$ cat src/rtl/tcls_recovery_ctrl.sv
// Recovery sequencer for a triple-core lockstep system: quiesces the AHB buses
// on an unrecoverable discrepancy, drains them, resets the cores, escalates to FATAL.
module tcls_recovery_ctrl #(
    parameter int RST_CYCLES   = 8,
    parameter int DRAIN_MAX    = 16,
    parameter int MAX_RETRIES  = 3,
    parameter int QUIET_CYCLES = 1024
) (
    input  logic       s_clk_i,
    input  logic       s_resetn_i,
    input  logic       s_unrec_err_i,
    input  logic       s_i_hready_i,
    input  logic       s_d_hready_i,
    output logic       s_core_resetn_o,
    output logic       s_bus_block_o,
    output logic       s_busy_o,
    output logic       s_fatal_o,
    output logic [7:0] s_err_cnt_o
);

    localparam int RW = $clog2(RST_CYCLES + 1);
    localparam int DW = $clog2(DRAIN_MAX + 1);
    localparam int TW = $clog2(MAX_RETRIES + 1);
    localparam int QW = $clog2(QUIET_CYCLES + 1);

    typedef enum logic [1:0] {
        ST_RUN   = 2'd0,
        ST_DRAIN = 2'd1,
        ST_RESET = 2'd2,
        ST_FATAL = 2'd3
    } state_t;

    state_t          state_q, state_d;
    logic [RW-1:0]   rst_cnt_q, rst_cnt_d;
    logic [DW-1:0]   drain_cnt_q, drain_cnt_d;
    logic [TW-1:0]   retry_cnt_q, retry_cnt_d;
    logic [QW-1:0]   quiet_cnt_q, quiet_cnt_d;
    logic [7:0]      err_cnt_q, err_cnt_d;
    logic            core_resetn_q, bus_block_q, busy_q, fatal_q;
    logic            drained_s;

    assign drained_s = s_i_hready_i & s_d_hready_i;

    // Next-state and counter updates
    always_comb begin
        state_d     = state_q;
        rst_cnt_d   = rst_cnt_q;
        drain_cnt_d = drain_cnt_q;
        retry_cnt_d = retry_cnt_q;
        quiet_cnt_d = quiet_cnt_q;
        err_cnt_d   = err_cnt_q;
        case (state_q)
            ST_RUN: begin
                if (s_unrec_err_i) begin
                    // An error wins over a coincident quiet-interval clear.
                    if (err_cnt_q != 8'hFF) begin
                        err_cnt_d = err_cnt_q + 8'd1;
                    end else begin
                        err_cnt_d = err_cnt_q;
                    end
                    if (retry_cnt_q == TW'(MAX_RETRIES)) begin
                        state_d = ST_FATAL;
                    end else begin
                        state_d     = ST_DRAIN;
                        retry_cnt_d = retry_cnt_q + TW'(1);
                        quiet_cnt_d = '0;
                        drain_cnt_d = '0;
                    end
                end else if (quiet_cnt_q == QW'(QUIET_CYCLES - 1)) begin
                    quiet_cnt_d = '0;
                    retry_cnt_d = '0;
                end else begin
                    quiet_cnt_d = quiet_cnt_q + QW'(1);
                end
            end
            ST_DRAIN: begin
                if (drained_s) begin
                    state_d   = ST_RESET;
                    rst_cnt_d = '0;
                end else if (drain_cnt_q == DW'(DRAIN_MAX - 1)) begin
                    state_d = ST_FATAL;
                end else begin
                    drain_cnt_d = drain_cnt_q + DW'(1);
                end
            end
            ST_RESET: begin
                if (rst_cnt_q == RW'(RST_CYCLES - 1)) begin
                    state_d   = ST_RUN;
                    rst_cnt_d = '0;
                end else begin
                    rst_cnt_d = rst_cnt_q + RW'(1);
                end
            end
            ST_FATAL: begin
                state_d = ST_FATAL;
            end
            default: begin
                state_d = ST_FATAL;
            end
        endcase
    end

    // State, counters and output registers; outputs decode the next state so
    // they change on the same edge as the state register.
    always_ff @(posedge s_clk_i) begin
        if (!s_resetn_i) begin
            state_q       <= ST_RESET;
            rst_cnt_q     <= '0;
            drain_cnt_q   <= '0;
            retry_cnt_q   <= '0;
            quiet_cnt_q   <= '0;
            err_cnt_q     <= 8'd0;
            core_resetn_q <= 1'b0;
            bus_block_q   <= 1'b1;
            busy_q        <= 1'b1;
            fatal_q       <= 1'b0;
        end else begin
            state_q       <= state_d;
            rst_cnt_q     <= rst_cnt_d;
            drain_cnt_q   <= drain_cnt_d;
            retry_cnt_q   <= retry_cnt_d;
            quiet_cnt_q   <= quiet_cnt_d;
            err_cnt_q     <= err_cnt_d;
            core_resetn_q <= (state_d == ST_RUN) || (state_d == ST_DRAIN);
            bus_block_q   <= (state_d != ST_RUN);
            busy_q        <= (state_d != ST_RUN);
            fatal_q       <= (state_d == ST_FATAL);
        end
    end

    assign s_core_resetn_o = core_resetn_q;
    assign s_bus_block_o   = bus_block_q;
    assign s_busy_o        = busy_q;
    assign s_fatal_o       = fatal_q;
    assign s_err_cnt_o     = err_cnt_q;

endmodule
$ cat config.mk
export PLATFORM = sky130hd
export DESIGN_NAME = tcls_recovery_ctrl
export DESIGN_NICKNAME = d
export VERILOG_FILES = /design/src/rtl/tcls_recovery_ctrl.sv
export SDC_FILE = /design/constraint.sdc
export NUM_CORES = 1
export LEC_CHECK = 0
export BUFFER_PORTS_ARGS = -buffer_cell sky130_fd_sc_hd__buf_2
export CORE_MARGIN = 5
export CORE_UTILIZATION = 55
export DETAILED_ROUTE_END_ITERATION = 8
export PLACE_DENSITY = 0.72
export SKIP_LAST_GASP = 1
export SLEW_MARGIN = 20
export SYNTH_ARGS = -nofsm -noshare
export SYNTH_HDL_FRONTEND = slang
export SYNTH_SLANG_ARGS = --single-unit
export TNS_END_PERCENT = 100
$ cat constraint.sdc
create_clock -name s_clk_i -period 3 [get_ports s_clk_i]
set_input_delay 0.15 -clock s_clk_i [delete_from_list [all_inputs] [get_ports s_clk_i]]
set_output_delay 0.15 -clock s_clk_i [all_outputs]
set_load 0.01 [all_outputs]
# Word level (Yosys, flattened, before mapping)
# Cells that the tools add are included.
[word_totals]
ff_bits = 35
input_bits = 5
output_inout_bits = 12
[classes]
n_reduce_logical = 12
addsub = 5
mux = 20
bitwise_logic = 1
eq_ne = 16
[op_table]
columns = ["operator", "n"]
rows = [
  ["$mux 11", 3],
  ["$mux 5", 4],
  ["$mux 2", 8],
  ["$ne 2x2->1 const B", 6],
  ["$add 11x1->11 const B", 1],
  ["$eq 11x10->1 const B", 1],
  ["$pmux 5 s2", 1],
  ["$add 8x1->8 const B", 1],
  ["$eq 2x2->1 const B", 4],
  ["$mux 4", 2],
  ["$ne 8x8->1 const B", 1],
  ["$pmux 2 s4", 1],
  ["$pmux 4 s2", 1],
  ["$reduce_bool 2->1", 4],
  ["$reduce_and 3->1", 2],
  ["$add 5x1->5 const B", 1],
  ["$eq 5x4->1 const B", 1],
  ["$reduce_and 5->1", 1],
  ["$add 4x1->4 const B", 1],
  ["$eq 2x1->1 const B", 2],
  ["$eq 4x3->1 const B", 1],
  ["$logic_not 2->1", 2],
  ["$reduce_and 2->1", 2],
  ["$add 2x1->2 const B", 1],
  ["other kinds (2)", 2],
]

# Depth between registers and ports, before layout
[depth]
depth_word = 6
ltp_mapped = 7

# Least setup slack after synthesis
# OpenSTA, ideal clock, no wires.
[synth_timing]
path_kind = "flip-flop to flip-flop"
from = "register drain_cnt_q[0]"
to = "register drain_cnt_q[3]"
setup_slack_ns = 1.272
period_less_slack_ns = 1.728
stages_incl_launch_ff = 8
arrival_time_ns = 1.658
path_buffers = 0
path_cell_list = "dfxtp_1 -> ha_1 -> and3_1 -> ha_1 -> nor3b_2 -> a21oi_2 -> or3_1 -> a21oi_1"
[synth_via]
elab_chain_len = 4
elab_cells_between_ends = 7
[synth_lines]
columns = ["item", "line", "source"]
rows = [
  ["from (decl)", "35", "logic [DW-1:0] drain_cnt_q, drain_cnt_d;"],
  ["from (signal assigned)", "120", "drain_cnt_q <= drain_cnt_d;"],
  ["$add 5x1->5", "83", "drain_cnt_d = drain_cnt_q + DW'(1);"],
  ["$mux 5", "80", "end else if (drain_cnt_q == DW'(DRAIN_MAX - 1)) begin"],
  ["$mux 5", "77", "if (drained_s) begin"],
  ["$pmux 5 s2", "52", "case (state_q)"],
]
# Several ways; a longest one is shown, not always the timed one. The select of a mux whose other input is x is not followed.
# A chain may end at the register's enable or synchronous reset.

# Final worst setup path
# Ends and elaborated chain as after synthesis.

==> flow_summary.toml <==
[grt]
grtUsageTotal_pct = 17.7
grt_max_degree = 21
grt-ovfl-total = 0
antenna_found_initial = 0
grt_pass1_vias = 1323
grt_first_pass_wirelength_um = 5930

[detailed_routing]
drt-vias-per-instance = 5.56
drc = 0
dr.pass1.iters = 4
drt-total-wl_um = 3400
wl_per_cell_um = 13.6
num_vias = 1391
dr.first_iter.drc_count = 79
ant_nets = 0

[worst_setup_path]
crit_type = "register to register"
rrSetupSlack_ns = 1.11
slowest_stage = "or3_1"
worst_setup_path_end_kind = "register"
crit_required_ns = 3.28
worst_ep_arrival_time_ns = 2.17
cpPeakStageDelay_ns = 0.38
crit_top_cell = "ha_1"
worstPathMaxFanout = 8
worstSetupStartpointType = "register"
cp_cell_sequence = "ha_1 > and3_1 > ha_1 > nor3b_2 > a21oi_2 > or3_1 > a21oi_1"

[synthesis]
netlist_area_sq_um = 1730
synth_common_cells = "dfxtp_1, nor2_1, nand2_1"
seq_area_frac_synth_pct = 40.4
yosysWarnings = 0
ys_async_sr_fraction_pct = 0
yosysMostFrequentCell = "dfxtp_1"
ys_ff_latch = 35
syn-num-nets = 200
synth_top_area_cell = "dfxtp_1"
ys_top_cells_by_area = "dfxtp_1, nor2_1, ha_1"
avgSynthCellArea_sq_um = 9.18
yosysTopAreaCellShare_pct = 40.4
syn_inst = 189
synthDistinctLibCells = 49
synth_edf_count = 0
ys.flop_type = "dfxtp_1"

[sta]
slew-limit-headroom_pct = 58.4
hold_viol = 0
post-route-period-util_pct = 62.9
setup_tns_ns = 0
final-setup-viol-count = 0
rsz0062_at_grt = "false"
holdWs_ns = 0.146
tightest_slew_ns = 0.623
clock_skew_ns = 0.0156
fin_crit_ns = 1.89
final-max-slew-violation-count = 0
fmax_mhz = 530

[place]
place_hpwl_um = 2480
gp_congestion = 0.829
placedCellCount = 242
dpl_cell_area_sq_um = 1830
numPortBuffers = 16

[clock_network]
cts_buffers = 5
h-tree-depth = 2
clock-root-buffer = "clkbuf_4"
postCtsHoldBufs = 0
cts_buffer_depth = 2
cts_tree = "done"
cts_resized = 0
cts_num_sinks = 35
clk_pin_slew_ns = 0.10
post_cts_buffers = 0
clk_latency_ns = 0.35

[floorplan]
coreArea_sq_um = 3030
dieWidth_um = 66.2
die_h_um = 66.2
rows = 20
pin_count = 17
die-area_sq_um = 4380
initial_utilization_pct = 57.3

[layout]
drive_gt1_share_pct = 16.5
syn_to_final_growth_pct = 8.23
layout.cells.non_filler = 250
antenna_cells = 0
nets = 216
design_area_sq_um = 1880

[pwr]
power_switching_w = 0.000177
power_frac_seq_pct = 63.2
ir_drop_uv = 280
leakage_nw = 0.724
p_int_w = 0.000573
power.share.switching_pct = 23.7
cellPowerDensity_nw_per_um2 = 400
combPwrFrac_pct = 4.2
p_clk_share_pct = 32.6

[min_path]
hold_class = "input pin to register"

[run]
cap_violations = 0

[outcome]
outcome = "finished, final reports clean"
-- worst paths after layout --
| check | start | endpoint | depth (start not counted) |
|---|---|---|---|
| min | s_resetn_i | retry_cnt_q[1] | 3 |
| min reg2reg | retry_cnt_q[1] | retry_cnt_q[1] | 2 |
| max | drain_cnt_q[0] | drain_cnt_q[3] | 7 |
| max reg2reg | drain_cnt_q[0] | drain_cnt_q[3] | 7 |
-- critical path: cells and delay by family, from the launching register on --
kind            cells  cell delay (ns)
flops               1             0.35
fa+ha+maj           2             0.41
compound gates      2             0.29
simple gates        3             0.79
-- kinds of logic (layout without fill, tap and decap cells) --
kind of cell / count (synthesis) / in the layout / synth area share, %
and+or+nand+nor: 91 / 91 / 31.7
DFF: 35 / 35 / 40.4
AOI/OAI and AO/OA: 30 / 30 / 12.2
buffers and inverters: 12 / 29 / 3.53
xor gates and xnor gates: 11 / 11 / 5.56
adders and majority gates: 6 / 6 / 4.33
muxes: 4 / 4 / 2.31
-- power by group through the flow --
stage	logic, W	clock network (W)	registers [W]
after floorplan	0.0000230	0	0.000483
after global placement	0.0000289	0	0.000484
after detailed placement	0.0000319	0	0.000485
after CTS	0.0000320	0.000254	0.000474
after global routing	0.0000350	0.000277	0.000475
final	0.0000317	0.000245	0.000474
-- cells in the final DEF, fill, tap and decap left out, drive strengths merged, types with 5 or more instances in the layout --
cell / Yosys / layout
xor2: 6 / 6
inv: 5 / 5
o21ai: 6 / 6
dfxtp: 35 / 35
ha: 6 / 6
xnor2: 5 / 5
a21oi: 9 / 9
buf: 5 / 16
nand2: 16 / 16
nor2: 21 / 21
clkbuf: 2 / 7
nand3: 11 / 11
-- sequential cells by signal (all words and copies together), names as in the netlist --
register,cells
rst_cnt_q,4
retry_cnt_q,2
quiet_cnt_q,11
drain_cnt_q,5
s_fatal_o,1
s_err_cnt_o,8
state_q,2
s_core_resetn_o,1
s_busy_o,1
-- through the flow --
| step | util, % | power [W] | worst slack (ns) |
|---|---|---|---|
| final | 62.0 | 0.000750 | 1.11 |
| after CTS | 62.0 | 0.000760 | 1.08 |
| after global placement | 60.3 | 0.000513 | 1.17 |
| after global routing | 62.0 | 0.000787 | 0.925 |
| after floorplan | - | 0.000506 | 1.27 |
| after detailed placement | 60.3 | 0.000516 | 1.11 |
-- layout make-up --
class / instances / area (sq um)
Clock buffer: 7 / 45.0
Clock inverter: 1 / 5.00
Fill cell: 282 / 1150
Inverter: 5 / 18.8
Multi-Input combinational cell: 142 / 972
Sequential cell: 35 / 701
Tap cell: 44 / 55.1
Timing Repair Buffer: 16 / 80.1
-- per-layer routing --
| layer | vias to the layer above | wire length [um] | GRT usage (%) |
|---|---|---|---|
| met5 | - | 0 | 0 |
| met2 | 27 | 1710 | 30.9 |
| met3 | 8 | 128 | 5.27 |
| met1 | 641 | 1520 | 20.2 |
| li1 | 715 | - | - |
| met4 | 0 | 49 | 6.09 |
No activity file was read; power rests on OpenSTA's default activity.
